--- config.mk ---
export PLATFORM = sky130hd
export DESIGN_NAME = nibble_serial_sub_flat
export DESIGN_NICKNAME = d
export VERILOG_FILES = /design/src/rtl/nibble_serial_sub_pkg.sv /design/src/rtl/nibble_serial_sub_if.sv /design/src/rtl/nibble_serial_sub_sub_slice4.sv /design/src/rtl/nibble_serial_sub.sv /design/src/flat_wrapper.sv
export SDC_FILE = /design/constraint.sdc
export NUM_CORES = 1
export LEC_CHECK = 0
export ABC_AREA = 1
export CORE_MARGIN = 10
export CORE_UTILIZATION = 55
export CTS_CLUSTER_DIAMETER = 120
export CTS_CLUSTER_SIZE = 8
export DETAILED_ROUTE_END_ITERATION = 6
export GPL_ROUTABILITY_DRIVEN = 0
export PLACE_DENSITY = 0.84
export SLEW_MARGIN = 25
export SYNTH_ARGS = -nofsm -noshare
export SYNTH_HDL_FRONTEND = slang
export SYNTH_HIERARCHICAL = 1
export SYNTH_SLANG_ARGS = --single-unit
--- constraint.sdc ---
create_clock -name clk -period 6.2 [get_ports clk]
set_input_delay 1.24 -clock clk [delete_from_list [all_inputs] [get_ports clk]]
set_output_delay 1.24 -clock clk [all_outputs]
set_load 0.05 [all_outputs]
--- src/rtl/nibble_serial_sub_pkg.sv ---
// Shared definitions for the nibble-serial subtractor: nibble width, FSM
// states and the index-width helper.
package nibble_serial_sub_pkg;

  localparam int NIBBLE_W = 4;

  typedef enum logic [1:0] {
    IDLE = 2'd0,
    RUN  = 2'd1,
    DONE = 2'd2
  } state_t;

  // ceil(log2(width/NIBBLE_W)), never less than one bit
  function automatic int idx_width(input int width);
    int n;
    int w;
    n = width / NIBBLE_W;
    w = 1;
    while ((1 << w) < n) w++;
    return w;
  endfunction

endpackage

--- src/rtl/nibble_serial_sub_if.sv ---
// Operand/result handshake bundle for the nibble-serial subtractor.
interface nibble_serial_sub_if #(
  parameter int WIDTH = 16
);
  logic             in_valid;
  logic             in_ready;
  logic [WIDTH-1:0] a;
  logic [WIDTH-1:0] b;
  logic             out_valid;
  logic             out_ready;
  logic [WIDTH-1:0] diff;
  logic             borrow;
  logic             zero;
  logic             ovf;

  modport master (
    output in_valid, a, b, out_ready,
    input  in_ready, out_valid, diff, borrow, zero, ovf
  );

  modport slave (
    input  in_valid, a, b, out_ready,
    output in_ready, out_valid, diff, borrow, zero, ovf
  );
endinterface

--- src/rtl/nibble_serial_sub_sub_slice4.sv ---
// Combinational 4-bit a + ~b + cin with generate/propagate lookahead carry.
module sub_slice4
  import nibble_serial_sub_pkg::*;
(
  input  logic [NIBBLE_W-1:0] a,
  input  logic [NIBBLE_W-1:0] b,
  input  logic                cin,
  output logic [NIBBLE_W-1:0] s,
  output logic                cout
);
  logic [NIBBLE_W-1:0] bn;
  logic [NIBBLE_W-1:0] g;
  logic [NIBBLE_W-1:0] p;
  logic [NIBBLE_W:0]   c;

  always_comb begin
    bn = ~b;
    g  = a & bn;
    p  = a ^ bn;
    // carries flattened so no bit waits on a ripple through its neighbours
    c[0] = cin;
    c[1] = g[0] | (p[0] & cin);
    c[2] = g[1] | (p[1] & g[0]) | (p[1] & p[0] & cin);
    c[3] = g[2] | (p[2] & g[1]) | (p[2] & p[1] & g[0])
         | (p[2] & p[1] & p[0] & cin);
    c[4] = g[3] | (p[3] & g[2]) | (p[3] & p[2] & g[1])
         | (p[3] & p[2] & p[1] & g[0]) | (p[3] & p[2] & p[1] & p[0] & cin);
    s    = p ^ c[NIBBLE_W-1:0];
    cout = c[NIBBLE_W];
  end
endmodule

--- src/rtl/nibble_serial_sub.sv ---
// Multi-cycle subtractor: one nibble of a - b per clock, LSB nibble first,
// borrow chain held in a carry register between nibbles.
module nibble_serial_sub
  import nibble_serial_sub_pkg::*;
#(
  parameter int WIDTH = 16
) (
  input logic               clk,
  input logic               rst_n,
  nibble_serial_sub_if.slave bus
);
  localparam int NIBBLES = WIDTH / NIBBLE_W;
  localparam int IDX_W   = idx_width(WIDTH);
  localparam logic [IDX_W-1:0] LAST_IDX = IDX_W'(NIBBLES - 1);

  state_t state;
  state_t next_state;

  logic [WIDTH-1:0]    a_reg;
  logic [WIDTH-1:0]    b_reg;
  logic [WIDTH-1:0]    diff_reg;
  logic [WIDTH-1:0]    next_diff;
  logic [IDX_W-1:0]    idx;
  logic                carry;
  logic                borrow_reg;
  logic                zero_reg;
  logic                ovf_reg;
  logic [NIBBLE_W-1:0] a_nib;
  logic [NIBBLE_W-1:0] b_nib;
  logic [NIBBLE_W-1:0] s;
  logic                cout;
  logic                last;

  sub_slice4 u_slice (
    .a    (a_nib),
    .b    (b_nib),
    .cin  (carry),
    .s    (s),
    .cout (cout)
  );

  always_comb begin
    a_nib     = a_reg[NIBBLE_W*int'(idx) +: NIBBLE_W];
    b_nib     = b_reg[NIBBLE_W*int'(idx) +: NIBBLE_W];
    last      = (idx == LAST_IDX);
    next_diff = diff_reg;
    next_diff[NIBBLE_W*int'(idx) +: NIBBLE_W] = s;
  end

  always_ff @(posedge clk) begin
    if (!rst_n) state <= IDLE;
    else        state <= next_state;
  end

  always_comb begin
    next_state = state;
    case (state)
      IDLE:    if (bus.in_valid) next_state = RUN;
      RUN:     if (last)         next_state = DONE;
      DONE:    if (bus.out_ready) next_state = IDLE;
      default: next_state = IDLE;
    endcase
  end

  always_ff @(posedge clk) begin
    if (!rst_n) begin
      a_reg      <= '0;
      b_reg      <= '0;
      diff_reg   <= '0;
      idx        <= '0;
      carry      <= 1'b1;
      borrow_reg <= 1'b0;
      zero_reg   <= 1'b0;
      ovf_reg    <= 1'b0;
    end else begin
      case (state)
        IDLE: begin
          if (bus.in_valid) begin
            a_reg    <= bus.a;
            b_reg    <= bus.b;
            diff_reg <= '0;
            idx      <= '0;
            carry    <= 1'b1;
          end
        end
        RUN: begin
          diff_reg <= next_diff;
          carry    <= cout;
          // flags are resolved on the final nibble, as the result is committed
          if (last) begin
            idx        <= '0;
            borrow_reg <= ~cout;
            zero_reg   <= (next_diff == '0);
            ovf_reg    <= (a_reg[WIDTH-1] != b_reg[WIDTH-1]) &&
                          (s[NIBBLE_W-1] != a_reg[WIDTH-1]);
          end else begin
            idx <= idx + 1'b1;
          end
        end
        default: ;
      endcase
    end
  end

  assign bus.in_ready  = (state == IDLE);
  assign bus.out_valid = (state == DONE);
  assign bus.diff      = diff_reg;
  assign bus.borrow    = borrow_reg;
  assign bus.zero      = zero_reg;
  assign bus.ovf       = ovf_reg;
endmodule

--- src/flat_wrapper.sv ---
// flat-port wrapper written by rule: the top's interface ports become plain ports
module nibble_serial_sub_flat import nibble_serial_sub_pkg::*;
#(
  parameter int WIDTH = 16
)
  (clk, rst_n, bus_in_valid, bus_a, bus_b, bus_out_ready, bus_in_ready, bus_out_valid, bus_diff, bus_borrow, bus_zero, bus_ovf);
  nibble_serial_sub_if #(.WIDTH(WIDTH)) bus_i ();
  input logic clk;
  input logic rst_n;
  input wire logic [$bits(bus_i.in_valid)-1:0] bus_in_valid;
  input wire logic [$bits(bus_i.a)-1:0] bus_a;
  input wire logic [$bits(bus_i.b)-1:0] bus_b;
  input wire logic [$bits(bus_i.out_ready)-1:0] bus_out_ready;
  output wire logic [$bits(bus_i.in_ready)-1:0] bus_in_ready;
  output wire logic [$bits(bus_i.out_valid)-1:0] bus_out_valid;
  output wire logic [$bits(bus_i.diff)-1:0] bus_diff;
  output wire logic [$bits(bus_i.borrow)-1:0] bus_borrow;
  output wire logic [$bits(bus_i.zero)-1:0] bus_zero;
  output wire logic [$bits(bus_i.ovf)-1:0] bus_ovf;
  assign bus_i.in_valid = bus_in_valid;
  assign bus_i.a = bus_a;
  assign bus_i.b = bus_b;
  assign bus_i.out_ready = bus_out_ready;
  assign bus_in_ready = bus_i.in_ready;
  assign bus_out_valid = bus_i.out_valid;
  assign bus_diff = bus_i.diff;
  assign bus_borrow = bus_i.borrow;
  assign bus_zero = bus_i.zero;
  assign bus_ovf = bus_i.ovf;
  nibble_serial_sub #(.WIDTH(WIDTH)) u_core (.clk(clk), .rst_n(rst_n), .bus(bus_i));
endmodule
==> results of run 1 <==
==> kinds of logic (layout without fill, tap and decap cells) <==
group	Yosys count	in the layout	share of synthesized area, %
AO/OA/AOI/OAI	96	96	17.6
adder cells (fa/ha/maj)	11	11	5.10
XOR/XNOR	1	1	0.308
buffers and inverters	52	98	7.78
AND/OR/NAND/NOR	205	205	29.9
flip-flops	56	56	39.4
==> placed cells by master, fill, tap and decap left out, drive strengths merged, types with 2 or more instances in the layout <==
cell type and instances:
o22ai 9, dfxtp 56, nor2 108, o21ai 58, nand2 75, nand3 17, o21a 2, or2 3
clkbuf 7, clkdlybuf4s50 56, a21oi 27, nand4 2, ha 10, inv 33
==> area by class of cell <==
class                           count  area, µm²
Clock buffer                        7       86.3
Clock inverter                      1       7.51
Fill cell                         469       1570
Inverter                           33        126
Multi-Input combinational cell    313       1510
Sequential cell                    56       1120
Tap cell                           70       87.6
Timing Repair Buffer               57        568
==> per-stage QoR <==
step                      hold slack, ns  power, mW  area, µm²  utilization (%)  setup WS, ns
after floorplan                    0.450      0.581       2850                -          3.62
after global placement             0.454      0.640       3410             67.2          3.03
after detailed placement           0.464      0.644       3410             67.2          2.93
after CTS                          0.477      0.845       3500             69.0          3.13
after global routing               0.509      0.891       3500             69.0          2.97
final                              0.472      0.841       3500             69.0          3.15
==> layer usage <==
layer	share of wire (%)	GRT usage, %	wire length, µm	up-vias
li1	-	-	-	1439
met3	5.0	4.16	326	10
met4	2.0	4.88	129	0
met5	0	0	0	-
met1	44	17.6	2890	1252
met2	49	27.7	3220	54
==> worst paths after layout <==
path	depth (start not counted)	to	slack, ns	from
worst min register to register	2	u_core/bus.zero$_SDFFE_PN0P_	0.47	u_core/bus.zero$_SDFFE_PN0P_
worst max register to register	18	u_core/bus.zero$_SDFFE_PN0P_	3.32	u_core/idx[1]$_SDFFE_PN0P_
worst min-delay path	2	u_core/bus.zero$_SDFFE_PN0P_	0.47	u_core/bus.zero$_SDFFE_PN0P_
worst max-delay path	3	bus_out_valid	3.15	u_core/state[1]$_SDFFE_PN0P_
==> tightest hold or removal path: cells and delay by family, from the launching register on <==
family	cells	cell delay, ns
compound gates	1	0.05
flops	1	0.32
simple gates	1	0.06
==> power breakdown <==
part	switching [mW]	leakage (nW)	total [mW]	internal, mW
registers	0.0138	0.460	0.396	0.382
logic	0.150	0.921	0.243	0.0925
clock network	0.112	0.0445	0.203	0.0909
==> flow_metrics.py, run 1 <==
metrics = {
    "power_and_ir_drop": {
        "p_leak_nw": 1.43,
        "cellPowerDensity_nw_per_um2": 240,
        "peakVddDrop_mv": 0.130,
    },
    "critical_path": {
        "cp-end-kind": "output pin",
        "start_kind": "flop",
        "cp_max_fo": 3,
        "cpMaxStageDelayCell": "clkdlybuf4s50_1",
        "cp.arrival_ns": 1.81,
        "critPathKind": "flop to output pin",
        "cp.buffers_inverters": 2,
        "path_cells": "inv_1 -> nor2_1 -> clkdlybuf4s50_1",
        "crit_family": "buffers and inverters",
        "slowest_delay_ns": 0.83,
        "cp.required_ns": 4.96,
    },
    "routing": {
        "ant_nets": 0,
        "wl_um": 6560,
        "drtIter0Drc": 220,
        "drcViolationCount": 0,
        "post_drt_wl_per_cell_um": 12.2,
        "vias_per_cell": 5.13,
        "num_vias": 2755,
        "firstDrtPassIters": 4,
    },
    "finish": {
        "fin_cells": 537,
        "nets": 513,
        "drive_above_1_share_pct": 4.28,
        "diodes": 0,
        "area_growth_pct": 23.0,
    },
    "clock_tree": {
        "clkTransAtPathRegs_ns": 0.09,
        "cts_tree": "yes",
        "hold_buffers": 0,
        "cts_resized": 0,
        "post_cts_buffers": 0,
        "clk_latency_ns": 0.31,
        "clockBufferDepth": 2,
        "htreeDepth": 2,
        "cts_inserted_buffers": 5,
        "cts_sinks": 56,
        "clockRootBuffer": "clkbuf_8",
    },
    "timing": {
        "tns_ns": 0,
        "finalClockSkew_ns": 0.00588,
        "slew_viol_final": 0,
        "finalHoldViolCount": 0,
        "max_freq_mhz": 328,
        "finalSetupViolCount": 0,
        "tightest_slew_ns": 0.902,
        "slew_headroom_pct": 39.7,
        "period_share_pct": 49.2,
        "rsz0062_at_grt": "no",
        "min_period_ns": 3.05,
    },
    "global_route": {
        "grt_usage_pct": 15.6,
        "grt_max_degree": 37,
        "grt_pass1_wl_um": 11200,
        "antenna_found_initial": 0,
        "gr-total-overflow": 0,
        "grt_pass1_vias": 2550,
    },
    "logic_synthesis": {
        "synthTopCellsByCount": "nor2_1 (105), nand2_1 (72), o21ai_0 (58)",
        "yosys_warnings": 6,
        "synth_ff_type": "dfxtp_1",
        "synth_seq_area_share_pct": 39.4,
        "syn_nets": 468,
        "yosys.area.top_type_share_pct": 39.4,
        "yosysMostFrequentCell": "nor2_1",
        "synthCells": 421,
        "async_reset_ff_share_pct": 0,
        "ys_ff_latch": 56,
        "synth_edf_count": 0,
        "netlist_top_cells_area": "dfxtp_1 (39%), nor2_1 (14%), o21ai_0 (10%)",
        "synth_area_um2": 2850,
        "synth.distinct_cells": 26,
        "syn_avg_cell_area_um2": 6.76,
        "yosys.area.top_type": "dfxtp_1",
    },
    "place": {
        "dp_hpwl_um": 4850,
        "portBuffers": 56,
        "placed_cells": 529,
    },
    "floorplanning": {
        "die_w_um": 92.0,
        "initial_core_util_pct": 56.1,
        "core_um2": 5070,
        "fp-row-count": 26,
        "io_pins": 57,
        "fp.dieH_um": 92.0,
        "die-area_um2": 8460,
    },
    "min_path": {
        "hold_path.class": "flop to flop",
    },
    "outcome": {
        "outcome": "complete, no violations",
    },
    "job": {
        "max_cap_viol_count": 0,
    },
}
No activity file was read; power rests on OpenSTA's default activity.
==> run 2: changes to the inputs <==
--- a/config.mk
+++ b/config.mk
@@ -7,12 +7,12 @@
 export LEC_CHECK = 0
 export ABC_AREA = 1
 export CORE_MARGIN = 10
-export CORE_UTILIZATION = 55
+export CORE_UTILIZATION = 46
 export CTS_CLUSTER_DIAMETER = 120
 export CTS_CLUSTER_SIZE = 8
 export DETAILED_ROUTE_END_ITERATION = 6
 export GPL_ROUTABILITY_DRIVEN = 0
-export PLACE_DENSITY = 0.84
+export PLACE_DENSITY = 0.75
 export SLEW_MARGIN = 25
 export SYNTH_ARGS = -nofsm -noshare
 export SYNTH_HDL_FRONTEND = slang
==> constraint.sdc (replaced) <==
create_clock -name clk -period 2.7 [get_ports clk]
set_input_delay 0.54 -clock clk [delete_from_list [all_inputs] [get_ports clk]]
set_output_delay 0.54 -clock clk [all_outputs]
set_load 0.05 [all_outputs]
==> run 2 against run 1 <==
Flip-flop and latch count unchanged. Global-route usage down 1.6 points. Clock skew down 0.0031 ns. Die area up 15%. Critical endpoint is now u_core/bus.zero$_SDFFE_PN0P_. Largest cell class unchanged.
==> flow_metrics.py, run 2 (same netlist as run 1, synthesis figures left out) <==
metrics = {
    "finish": {
        "fin_cells": 549,
        "layout_common_cells": "nor2_1 (105), nand2_1 (72), clkdlybuf4s50_1 (56)",
        "diodes": 0,
        "nets": 520,
        "drive_above_1_share_pct": 6.96,
        "final_common_cell": "nor2_1",
        "area_growth_pct": 27.4,
    },
    "floorplanning": {
        "core_um2": 5960,
        "die_w_um": 98.7,
        "fp.dieH_um": 98.7,
        "io_pins": 57,
        "initial_core_util_pct": 47.8,
        "die-area_um2": 9740,
        "fp-row-count": 28,
    },
    "global_route": {
        "grt_usage_pct": 14.0,
        "grt_pass1_vias": 2637,
        "antenna_found_initial": 0,
        "grt_pass1_wl_um": 11800,
        "gr-total-overflow": 0,
        "grt_max_degree": 36,
    },
    "clock_tree": {
        "clockRootBuffer": "clkbuf_8",
        "clockBufferDepth": 2,
        "cts_tree": "yes",
        "clkTransAtPathRegs_ns": 0.09,
        "hold_buffers": 0,
        "clk_latency_ns": 0.31,
        "htreeDepth": 2,
        "cts_inserted_buffers": 5,
        "cts_sinks": 56,
    },
    "critical_path": {
        "cp_max_fo": 15,
        "r2r_start": "u_core/idx[0]$_SDFFE_PN0P_",
        "r2r_cells": 18,
        "endpoint": "u_core/bus.zero$_SDFFE_PN0P_",
        "r2r_slack_ns": 0.25,
        "start_kind": "flop",
        "rr_endpoint": "u_core/bus.zero$_SDFFE_PN0P_",
        "cp-end-kind": "flop",
        "crit_start": "u_core/idx[0]$_SDFFE_PN0P_",
        "critPathKind": "flop to flop",
        "cp.arrival_ns": 2.70,
        "cp.required_ns": 2.94,
    },
    "timing": {
        "slew_viol_final": 0,
        "tightest_slew_ns": 0.646,
        "finalSetupViolCount": 0,
        "min_period_ns": 2.45,
        "finalHoldViolCount": 0,
        "period_share_pct": 90.9,
        "finalClockSkew_ns": 0.00274,
        "slew_headroom_pct": 56.9,
        "max_freq_mhz": 408,
    },
    "power_and_ir_drop": {
        "cellPowerDensity_nw_per_um2": 577,
        "p_leak_nw": 1.48,
        "peakVddDrop_mv": 0.257,
        "finalPower_mw": 2.09,
    },
    "min_path": {
        "hold-path-cell-count": 2,
        "hold_path.class": "flop to flop",
    },
    "routing": {
        "num_vias": 2767,
        "firstDrtPassIters": 4,
        "wl_um": 7010,
        "drtIter0Drc": 128,
        "drcViolationCount": 0,
        "post_drt_wl_per_cell_um": 12.8,
        "vias_per_cell": 5.04,
        "ant_nets": 0,
    },
    "outcome": {
        "outcome": "complete, no violations",
    },
    "place": {
        "placed_cells": 539,
        "dp_hpwl_um": 5270,
        "portBuffers": 56,
    },
    "job": {
        "max_cap_viol_count": 0,
    },
}
[run 2: changes by cell type in the layout (fill, tap and decap cells not counted), moves of 2 or more]
cell / previous run / this run
buf_6: 0 / 2
buf_4: 1 / 5
o21ai_0: 58 / 55
o21ai_1: 0 / 3
dfxtp_1: 56 / 54
[run 2: metrics by stage]
step,setup TNS [ns],setup slack [ns],utilization (%),area (µm²),hold slack (ns)
floorplan,0,0.122,-,2850,0.450
global placement,0,0.277,58.0,3450,0.463
detailed placement,0,0.155,58.0,3450,0.468
CTS,0,0.137,60.1,3580,0.486
global route,-0.0217,-0.0217,60.9,3630,0.498
finish,0,0.247,60.9,3630,0.483
[run 2: area by class of cell]
class / count / area [µm²]
multi-input combinational: 313 / 1520
tap: 75 / 93.8
clock buffer: 7 / 96.3
sequential: 56 / 1130
fill: 574 / 2330
timing repair buffer: 63 / 621
clock inverter: 1 / 30.0
inverter: 33 / 133
timing repair inverter: 1 / 5.00
[run 2: worst min-delay path by stage]
stage / startpoint / endpoint / slack, ns
3_5_place_dp: u_core/b_reg[4]$_SDFFE_PN0P_ / u_core/b_reg[4]$_SDFFE_PN0P_ / 0.47
2_1_floorplan: u_core/a_reg[10]$_SDFFE_PN0P_ / u_core/a_reg[10]$_SDFFE_PN0P_ / 0.45
5_1_grt: u_core/bus.zero$_SDFFE_PN0P_ / u_core/bus.zero$_SDFFE_PN0P_ / 0.50
3_3_place_gp: u_core/b_reg[11]$_SDFFE_PN0P_ / u_core/b_reg[11]$_SDFFE_PN0P_ / 0.46
6_report: u_core/b_reg[5]$_SDFFE_PN0P_ / u_core/b_reg[5]$_SDFFE_PN0P_ / 0.48
4_1_cts: u_core/bus.diff[3]$_SDFFE_PN0P_ / u_core/bus.diff[3]$_SDFFE_PN0P_ / 0.49
[run 2: power breakdown]
part           internal (mW)  switching, mW  total [mW]
combinational          0.231          0.360       0.591
clock                  0.327          0.265       0.592
sequential             0.877         0.0347       0.912
total                   1.44          0.659        2.09
[run 2: repair_timing]
action                                  4_1_cts  5_1_grt
endpoints found under the setup margin        0        5
gates resized for setup                       0       13
buffers inserted                              0        1
[run 2: routing by layer]
layer,vias to the layer above,global-route usage [%],wire length (µm)
met2,58,24.4,3330
li1,1462,-,-
met3,6,4.19,366
met4,0,4.19,57
met5,-,0,0
met1,1241,16.1,3250
[run 2: worst max-delay path, stage by stage, from the launching register on]
cell	delay, ns
dfxtp_2	0.39
buf_6	0.18
o21ai_0	0.09
o22ai_1	0.27
ha_4	0.26
or2_0	0.21
nand2_1	0.11
nand2_1	0.06
nand2_1	0.05
nand2_1	0.09
inv_1	0.10
nor2_1	0.04
nand3_1	0.06
nand2_1	0.06
nor2_1	0.11
nand2_1	0.06
nor2_1	0.10
nand2_1	0.05
a21oi_1	0.10
==> run 3: changes to the inputs <==
--- a/config.mk
+++ b/config.mk
@@ -6,7 +6,7 @@
 export NUM_CORES = 1
 export LEC_CHECK = 0
 export ABC_AREA = 1
-export CORE_MARGIN = 10
+export CORE_MARGIN = 4
 export CORE_UTILIZATION = 46
 export CTS_CLUSTER_DIAMETER = 120
 export CTS_CLUSTER_SIZE = 8
==> run 3 against run 2 <==
Setup slack worse by 0.030 ns. Sequential share of layout area is 0.30 points higher. Sequential power about the same. Routed wire length decreased by 2.5%. Die area shrank 23%. Clock power shrank 23%.
==> flow_metrics.py, run 3 (same netlist as run 1, synthesis figures left out) <==
metrics = {
    "critical_path": {
        "cp.arrival_ns": 2.72,
        "cpMaxStageDelayCell": "dfxtp_4",
        "cp-end-kind": "flop",
        "cp_common_cell": "nand2_1",
        "start_kind": "flop",
        "slowest_delay_ns": 0.38,
        "cp_max_fo": 15,
        "cp.required_ns": 2.93,
        "path_cells": "buf_8 -> o21ai_0 -> o22ai_2 -> ha_1 -> nand3_1 -> nand3_1 -> nand2_1 -> nand2_1 -> inv_1 -> nor2_1 -> nand3_1 -> nand2_1 -> nor2_1 -> nand2_1 -> nor2_1 -> nand2_1 -> a21oi_1",
        "critPathKind": "flop to flop",
        "r2r_cells": 17,
    },
    "global_route": {
        "grt_pass1_vias": 2701,
        "grt_usage_pct": 18.8,
        "grt_max_degree": 36,
        "antenna_found_initial": 0,
        "gr-total-overflow": 0,
        "grt_pass1_wl_um": 11700,
    },
    "clock_tree": {
        "cts_tree": "yes",
        "clkTransAtPathRegs_ns": 0.10,
        "clockBufferDepth": 2,
        "htreeDepth": 2,
        "cts_inserted_buffers": 5,
        "post_cts_buffers": 0,
        "cts_resized": 0,
        "cts_sinks": 56,
        "clockRootBuffer": "clkbuf_8",
        "hold_buffers": 0,
        "clk_latency_ns": 0.31,
    },
    "finish": {
        "fillers": 562,
        "fin_cells": 547,
        "nets": 518,
        "diodes": 0,
        "layout_common_cells": "nor2_1 (105), nand2_1 (71), clkdlybuf4s50_1 (56)",
        "drive_above_1_share_pct": 7.42,
        "area_growth_pct": 26.5,
        "final_common_cell": "nor2_1",
    },
    "timing": {
        "tns_ns": 0,
        "max_freq_mhz": 403,
        "tightest_slew_ns": 0.654,
        "min_period_ns": 2.48,
        "slew_headroom_pct": 56.3,
        "finalClockSkew_ns": 0.00669,
        "finalHoldViolCount": 0,
        "slew_viol_final": 0,
        "period_share_pct": 92.0,
        "rsz0062_at_grt": "no",
        "finalSetupViolCount": 0,
    },
    "place": {
        "placed_cells": 539,
        "portBuffers": 56,
        "dp_hpwl_um": 5060,
    },
    "routing": {
        "drcViolationCount": 0,
        "vias_per_cell": 5.13,
        "ant_nets": 0,
        "num_vias": 2804,
        "firstDrtPassIters": 4,
        "post_drt_wl_per_cell_um": 12.5,
        "wl_um": 6830,
        "drtIter0Drc": 174,
    },
    "power_and_ir_drop": {
        "p_leak_nw": 1.46,
        "cellPowerDensity_nw_per_um2": 551,
        "peakVddDrop_mv": 0.296,
    },
    "floorplanning": {
        "initial_core_util_pct": 47.8,
        "io_pins": 57,
        "core_um2": 5960,
        "die-area_um2": 7510,
        "fp-row-count": 28,
        "die_w_um": 86.7,
        "fp.dieH_um": 86.7,
    },
    "min_path": {
        "hold_path.class": "flop to flop",
        "hold-path-cell-count": 2,
    },
    "outcome": {
        "outcome": "complete, no violations",
    },
    "job": {
        "max_cap_viol_count": 0,
    },
}
## run 3: cell count changes in the layout (fill, tap and decap cells not counted), moves of 2 or more
cell	previous run	this run
buf_8	0	2
buf_6	2	0
clkinv_2	0	2
clkbuf_8	7	5
inv_2	1	3
## run 3: path summary, 6_finish.rpt
path	start	end	slack, ns
max reg2reg	u_core/idx[0]$_SDFFE_PN0P_	u_core/bus.zero$_SDFFE_PN0P_	0.22
min	u_core/bus.zero$_SDFFE_PN0P_	u_core/bus.zero$_SDFFE_PN0P_	0.49
max	u_core/idx[0]$_SDFFE_PN0P_	u_core/bus.zero$_SDFFE_PN0P_	0.22
min reg2reg	u_core/bus.zero$_SDFFE_PN0P_	u_core/bus.zero$_SDFFE_PN0P_	0.49
## run 3: metrics by stage
stage | instance area [µm²] | worst slack, ns | hold slack, ns | utilization, % | total power, mW
2_1_floorplan | 2850 | 0.122 | 0.450 | - | 1.33
3_3_place_gp | 3450 | 0.290 | 0.469 | 58.0 | 1.48
3_5_place_dp | 3450 | 0.149 | 0.469 | 58.0 | 1.50
4_1_cts | 3540 | 0.114 | 0.486 | 59.4 | 1.95
5_1_grt | 3600 | 0.00290 | 0.510 | 60.5 | 2.11
6_report | 3600 | 0.216 | 0.485 | 60.5 | 1.98
## run 3: metal layers
layer | part of all wire, % | up-vias | GRT usage (%)
met4 | 2.1 | 0 | 6.52
met2 | 46 | 87 | 30.9
li1 | - | 1455 | -
met3 | 5.6 | 16 | 3.23
met1 | 46 | 1246 | 24.9
met5 | 0 | - | 0
## run 3: final cells by class
class                           count  area [µm²]  share of cell area (%)
Clock inverter                      3        18.8                   0.521
Tap cell                           75        93.8                    2.61
Sequential cell                    56        1130                    31.3
Timing Repair Buffer               62         621                    17.2
Inverter                           33         129                    3.58
Multi-Input combinational cell    313        1540                    42.8
Clock buffer                        5        68.8                    1.91
## run 3: power breakdown
part / switching [mW] / internal, mW / leakage [nW] / total, mW
Clock: 0.272 / 0.182 / 0.0479 / 0.453
Sequential: 0.0362 / 0.877 / 0.461 / 0.913
Combinational: 0.374 / 0.243 / 0.955 / 0.617
Total: 0.682 / 1.30 / 1.46 / 1.98
## run 3: worst max-delay path, delay by kind of cell, from the launching register on
kind / cells / cell delay [ns]
AO/OA/AOI/OAI: 3 / 0.48
adder cells (fa/ha/maj): 1 / 0.32
buffers and inverters: 2 / 0.22
flip-flops: 1 / 0.38
AND/OR/NAND/NOR: 11 / 1.00
